`config.mk`:
```
export PLATFORM = sky130hd
export DESIGN_NAME = jpeg_header_ctrl
export DESIGN_NICKNAME = d
export VERILOG_FILES = /design/src/rtl/jpeg_hdr_pkg.sv /design/src/rtl/jpeg_header_ctrl.sv
export SDC_FILE = /design/constraint.sdc
export NUM_CORES = 1
export LEC_CHECK = 0
export ABC_AREA = 1
export BUFFER_PORTS_ARGS = -buffer_cell sky130_fd_sc_hd__buf_4
export CAP_MARGIN = 20
export CORE_ASPECT_RATIO = 0.6
export CORE_UTILIZATION = 54
export DETAILED_ROUTE_END_ITERATION = 7
export PLACE_DENSITY_LB_ADDON = 0.2
export SYNTH_ARGS = -nofsm -noshare
export SYNTH_HDL_FRONTEND = slang
export SYNTH_SLANG_ARGS = --single-unit
```
`constraint.sdc`:
```
create_clock -name clk -period 3.44 [get_ports clk]
set_input_delay 0.516 -clock clk [delete_from_list [all_inputs] [get_ports clk]]
set_output_delay 0.516 -clock clk [all_outputs]
set_load 0.05 [all_outputs]
```
`src/rtl/jpeg_hdr_pkg.sv`:
```
// jpeg_hdr_pkg: shared states and default layout constants for the JPEG header sequencer
package jpeg_hdr_pkg;
   typedef enum logic [1:0] {IDLE, PATCH, STREAM, DONE} hdr_state_t;
   localparam int HDR_ADDR_W       = 10;
   localparam int HDR_DATA_W       = 8;
   localparam int HDR_RAM_DEPTH    = 1 << HDR_ADDR_W;
   localparam int DEF_HDR_LEN      = 623;
   localparam int DEF_HEIGHT_OFS   = 163;
   localparam int DEF_WIDTH_OFS    = 165;
   localparam int DEF_LUMA_Q_OFS   = 25;
   localparam int DEF_CHROMA_Q_OFS = 94;
endpackage

```
`src/rtl/jpeg_header_ctrl.sv`:
```
// jpeg_header_ctrl: patches SOF0 frame size into the header RAM, then streams the header (QTAB_PATCH_EN adds host DQT writes)
module jpeg_header_ctrl
   import jpeg_hdr_pkg::*;
#(
   parameter int ADDR_W     = HDR_ADDR_W,
   parameter int HDR_LEN    = DEF_HDR_LEN,
   parameter int HEIGHT_OFS = DEF_HEIGHT_OFS,
   parameter int WIDTH_OFS  = DEF_WIDTH_OFS
`ifdef QTAB_PATCH_EN
   ,
   parameter int LUMA_Q_OFS   = DEF_LUMA_Q_OFS,
   parameter int CHROMA_Q_OFS = DEF_CHROMA_Q_OFS
`endif
) (
   input  logic                  clk,
   input  logic                  rst,
   input  logic                  start,
   input  logic [15:0]           img_width,
   input  logic [15:0]           img_height,
`ifdef QTAB_PATCH_EN
   input  logic                  qt_wr,
   input  logic [6:0]            qt_addr,
   input  logic [HDR_DATA_W-1:0] qt_data,
`endif
   output logic                  busy,
   output logic                  done,
   output logic                  ram_we,
   output logic [ADDR_W-1:0]     ram_waddr,
   output logic [HDR_DATA_W-1:0] ram_wdata,
   output logic [ADDR_W-1:0]     ram_raddr,
   input  logic [HDR_DATA_W-1:0] ram_q,
   output logic [HDR_DATA_W-1:0] out_data,
   output logic                  out_valid,
   input  logic                  out_ready
);
   hdr_state_t            r_state, w_state;
   logic [ADDR_W-1:0]     r_cnt, w_cnt, r_waddr, w_waddr;
   logic [1:0]            r_pc, w_pc;
   logic                  r_valid, w_valid, r_we, w_we;
   logic [HDR_DATA_W-1:0] r_wdata, w_wdata, r_h_lo, w_h_lo;
   logic [15:0]           r_w, w_w;
   logic                  w_acc, w_last;

   // Advancing the address only on a handshake keeps the RAM's registered address, and thus ram_q, frozen during a stall
   assign w_acc     = r_valid && out_ready;
   assign w_last    = w_acc && (r_cnt == ADDR_W'(HDR_LEN - 1));
   assign ram_raddr = w_acc ? r_cnt + ADDR_W'(1) : r_cnt;
   assign busy      = (r_state == PATCH) || (r_state == STREAM);
   assign done      = r_state == DONE;
   assign ram_we    = r_we;
   assign ram_waddr = r_waddr;
   assign ram_wdata = r_wdata;
   assign out_data  = ram_q;
   assign out_valid = r_valid;

   // Next state: sample frame size on start, issue the four SOF0 writes, then walk the read pointer
   always_comb begin
      w_state = r_state;
      w_cnt   = r_cnt;
      w_pc    = r_pc;
      w_valid = 1'b0;
      w_we    = 1'b0;
      w_waddr = r_waddr;
      w_wdata = r_wdata;
      w_h_lo  = r_h_lo;
      w_w     = r_w;
      case (r_state)
         IDLE: begin
            if (start) begin
               w_state = PATCH;
               w_h_lo  = img_height[7:0];
               w_w     = img_width;
               w_pc    = 2'd0;
               w_we    = 1'b1;
               w_waddr = ADDR_W'(HEIGHT_OFS);
               w_wdata = img_height[15:8];
            end
`ifdef QTAB_PATCH_EN
            else if (qt_wr) begin
               w_we    = 1'b1;
               w_waddr = qt_addr[6] ? ADDR_W'(CHROMA_Q_OFS) + ADDR_W'(qt_addr[5:0])
                                    : ADDR_W'(LUMA_Q_OFS) + ADDR_W'(qt_addr[5:0]);
               w_wdata = qt_data;
            end
`endif
         end
         PATCH: begin
            w_pc    = r_pc + 2'd1;
            w_we    = r_pc != 2'd3;
            w_waddr = (r_pc == 2'd0) ? ADDR_W'(HEIGHT_OFS + 1) : (r_pc == 2'd1) ? ADDR_W'(WIDTH_OFS) : ADDR_W'(WIDTH_OFS + 1);
            w_wdata = (r_pc == 2'd0) ? r_h_lo : (r_pc == 2'd1) ? r_w[15:8] : r_w[7:0];
            if (r_pc == 2'd3) begin
               w_state = STREAM;
               w_cnt   = '0;
            end
         end
         STREAM: begin
            w_cnt   = ram_raddr;
            w_valid = !w_last;
            if (w_last) w_state = DONE;
         end
         DONE: w_state = IDLE;
         default: w_state = IDLE;
      endcase
   end

   // State register with synchronous reset; reset aborts any header in flight
   always_ff @(posedge clk) begin
      if (rst) begin
         r_state <= IDLE;
         r_cnt   <= '0;
         r_pc    <= 2'd0;
         r_valid <= 1'b0;
         r_we    <= 1'b0;
         r_waddr <= '0;
         r_wdata <= '0;
         r_h_lo  <= '0;
         r_w     <= '0;
      end else begin
         r_state <= w_state;
         r_cnt   <= w_cnt;
         r_pc    <= w_pc;
         r_valid <= w_valid;
         r_we    <= w_we;
         r_waddr <= w_waddr;
         r_wdata <= w_wdata;
         r_h_lo  <= w_h_lo;
         r_w     <= w_w;
      end
   end
endmodule

```
==> results by group <==
Place
  • DP Cell Count: ~460
  • Placed cell area: ~3000 um^2
  • Gpl congestion: slightly above 0.9
  • HPWL Detailed: 4.43 mm
  • I/O Buffers: 62

Synth
  • Most common cell in the netlist: nand2_1
  • Post-Syn Instances: approximately 360
  • Synth cell types: 29
  • Top cells by count, synth: nand2_1, nor2_1, dfxtp_1
  • Prevailing post-synth register cell: dfxtp_1
  • Ranking of synthesized cells by area: dfxtp_1, nand2_1, nor2_1
  • Cell taking the most area after synthesis: dfxtp_1
  • Ys Warns: 0
  • Post-Syn Area: 2550 um^2
  • Post-synth EDFFs: 0
  • FFs w/ async S/R, synth: 0%
  • Top-area cell type share of the netlist area: 40.8%
  • Post-synthesis sequential area ratio: a little over 40%
  • Seq cells post-synth: 52
  • Mean Syn Cell Area: between 7 and 8 um^2

Min path
  • Hold crit path type: in -> reg

Timing
  • Final Hold Fails: 0
  • Tcrit/Tclk final: around 67%
  • Slew @ Worst Pin: about 0.57 ns
  • Clock Skew: about 0.010 ns
  • Unrepaired setup endpoints after global routing: no
  • Crit path time final: between 2 and 2.5 ns
  • Final setup viols: 0
  • Max Slew Vio Count: 0
  • FMAX: ~0.43 GHz
  • Rel. slew slack: approximately three fifths
  • Final setup TNS: 0 ns

Power and ir drop
  • Maximum vdd drop: approximately 0.64 mV
  • Clock power frac: roughly 15%
  • LEAKAGE: approximately 0.0013 uW
  • Pwr Total: about 2400 uW
  • Psw: 1110 uW
  • Pint: 1250 uW
  • Sequential Power Share: a little over a third
  • Power share of the combinational group: 49.1%
  • Pwr/cell area: between 700 and 800 nW/um^2
  • Sw frac: 47.1%

GRT
  • First-pass GRT wire length: a little over 10 mm
  • GR Util All Layers: roughly 25%
  • Vias in the first global route: between 2k and 2.5k
  • GRT overflow: 0
  • Largest net degree at the start of global routing: 39
  • Initial antenna violation count: 0

Clocking
  • Clk buf depth: 2
  • CTS tree: yes
  • Htree depth: 2
  • Post-CTS sizing: 0
  • Latest clock arrival within the worst-skew pair: ~0.32 ns
  • Number of post-CTS setup repair buffers: 0
  • Root Buffer: clkbuf_8
  • CTS Buf Count: 5
  • Hold buffers post-CTS: 0
  • Clock sink count: 52
  • Worst-path clk slew: about 0.1 ns

Setup path
  • Crit-path max cell delay: approximately 0.42 ns
  • CP Launch Type: register
  • Crit end category: output port
  • Slowest cell on crit path: dfxtp_1
  • Delay-heaviest family, CP: simple AND/OR/NAND/NOR gates
  • Critical path class: reg -> out
  • WP buf/inv: 1
  • Cell-by-cell trace of the critical path: ha_1 > nand3_1 > nor2_2 > nand3_1 > and2_1 > buf_4
  • Crit-path most repeated cell: nand3_1
  • CP required: roughly 2.9 ns
  • Maximum fanout along the worst path: 5
  • Arr. time, crit path: about 1.8 ns

Routing
  • First DRT Iteration DRCs: around 130
  • DRC violations left: 0
  • Via count: 2,413
  • Vias per cell: roughly 5.2
  • DR pass1 iterations: 4
  • Routed Antenna Nets: 0
  • DR WL/cell: 12.9 um
  • Final WL: 5.99 mm

Floorplan
  • Row cnt: 18
  • Die X: between 90 and 100 um
  • Die footprint: between 5000 and 6000 um^2
  • Die height: 55.2 um
  • Starting Density: 59.2%
  • I/O pin count: 84
  • Placeable core area: around 4300 um^2

Layout
  • Cell area after layout: 3030 um^2
  • # nets final: around 460
  • Ant. Diodes: 0
  • Layout Cells excl Fill: 464
  • Synth-to-layout area growth: 18.9%
  • Share of cells above drive strength 1: 20.3%

Run status
  • Run status: finished clean

Run
  • Max_cap viols: 0
[cells in the final DEF, fill, tap and decap left out, types with 2 or more instances in the layout]
cell type,n
nand2_1,71
buf_4,64
nor2_1,62
dfxtp_1,52
o21ai_1,35
nand3_1,19
inv_1,18
a21oi_1,16
ha_1,10
a31oi_1,9
inv_2,8
o211ai_1,8
conb_1,5
clkbuf_8,5
o21ai_0,3
nand4_1,3
and2_1,2
xor2_1,2
[through the flow]
step | util (%) | hold WS [ns] | setup slack, ns
floorplan | - | 0.454 | 0.967
global placement | 68.4 | 0.465 | 1.40
detailed placement | 68.4 | 0.473 | 1.33
CTS | 70.4 | 0.428 | 1.15
global route | 70.4 | 0.430 | 0.980
finish | 70.4 | 0.426 | 1.12
[routing by layer]
metal	wire length, um	track usage (%)	up-vias
met5	0	0	-
met1	3080	39.2	1070
met2	2400	34.3	97
met3	425	4.82	14
li1	-	-	1232
met4	79	8.06	0
[area by class of cell]
class	instances	area, um^2
clock inverters	2	16.3
clock buffers	6	72.6
well taps	60	75.1
multi-input cells	254	1250
inverters	26	97.6
repair buffers	64	480
flip-flops and latches	52	1040
fillers	382	1270
[flip-flops by register name, summed over array words and instances (netlist names)]
signal	flops
r_pc	2
r_h_lo	8
r_w	16
out_valid	1
ram_wdata	8
r_state	2
ram_we	1
r_cnt	10
ram_waddr	4
[final timing paths]
check                      from            to  slack (ns)  depth (start not counted)
hold / removal    img_width[15]       r_w[15]        0.43                          3
setup reg to reg     r_state[0]       r_pc[1]        1.35                          8
hold reg to reg       r_h_lo[1]     r_h_lo[1]        0.49                          2
setup / recovery       r_cnt[1]  ram_raddr[6]        1.12                          6
[cell families (layout without fill, tap and decap cells)]
family | after synthesis | after routing | share of synthesized area [%]
and+or+nand+nor | 161 | 161 | 25.6
AOI/OAI and AO/OA | 75 | 75 | 16.7
buffers and inverters | 56 | 98 | 10.8
DFF | 52 | 52 | 40.8
adders and majority gates | 10 | 10 | 4.91
xor gates and xnor gates | 3 | 3 | 1.03
other | 1 | 5 | 0.147
[worst reg2reg max path: stages (launching register included)]
cell and delay [ns]:
dfxtp_1 0.40, inv_1 0.10, ha_1 0.25, nand2_1 0.26
buf_4 0.32, o21ai_1 0.16, buf_4 0.22, or2_1 0.22
a21oi_1 0.11
[power groups by stage]
| stage | clock network [uW] | logic [uW] | registers, uW |
|---|---|---|---|
| detailed placement | 0 | 1160 | 862 |
| global route | 374 | 1270 | 866 |
| CTS | 355 | 1160 | 848 |
| global placement | 0 | 1140 | 857 |
| floorplan | 0 | 713 | 1040 |
| finish | 354 | 1160 | 850 |
No activity file was read; power rests on OpenSTA's default activity.
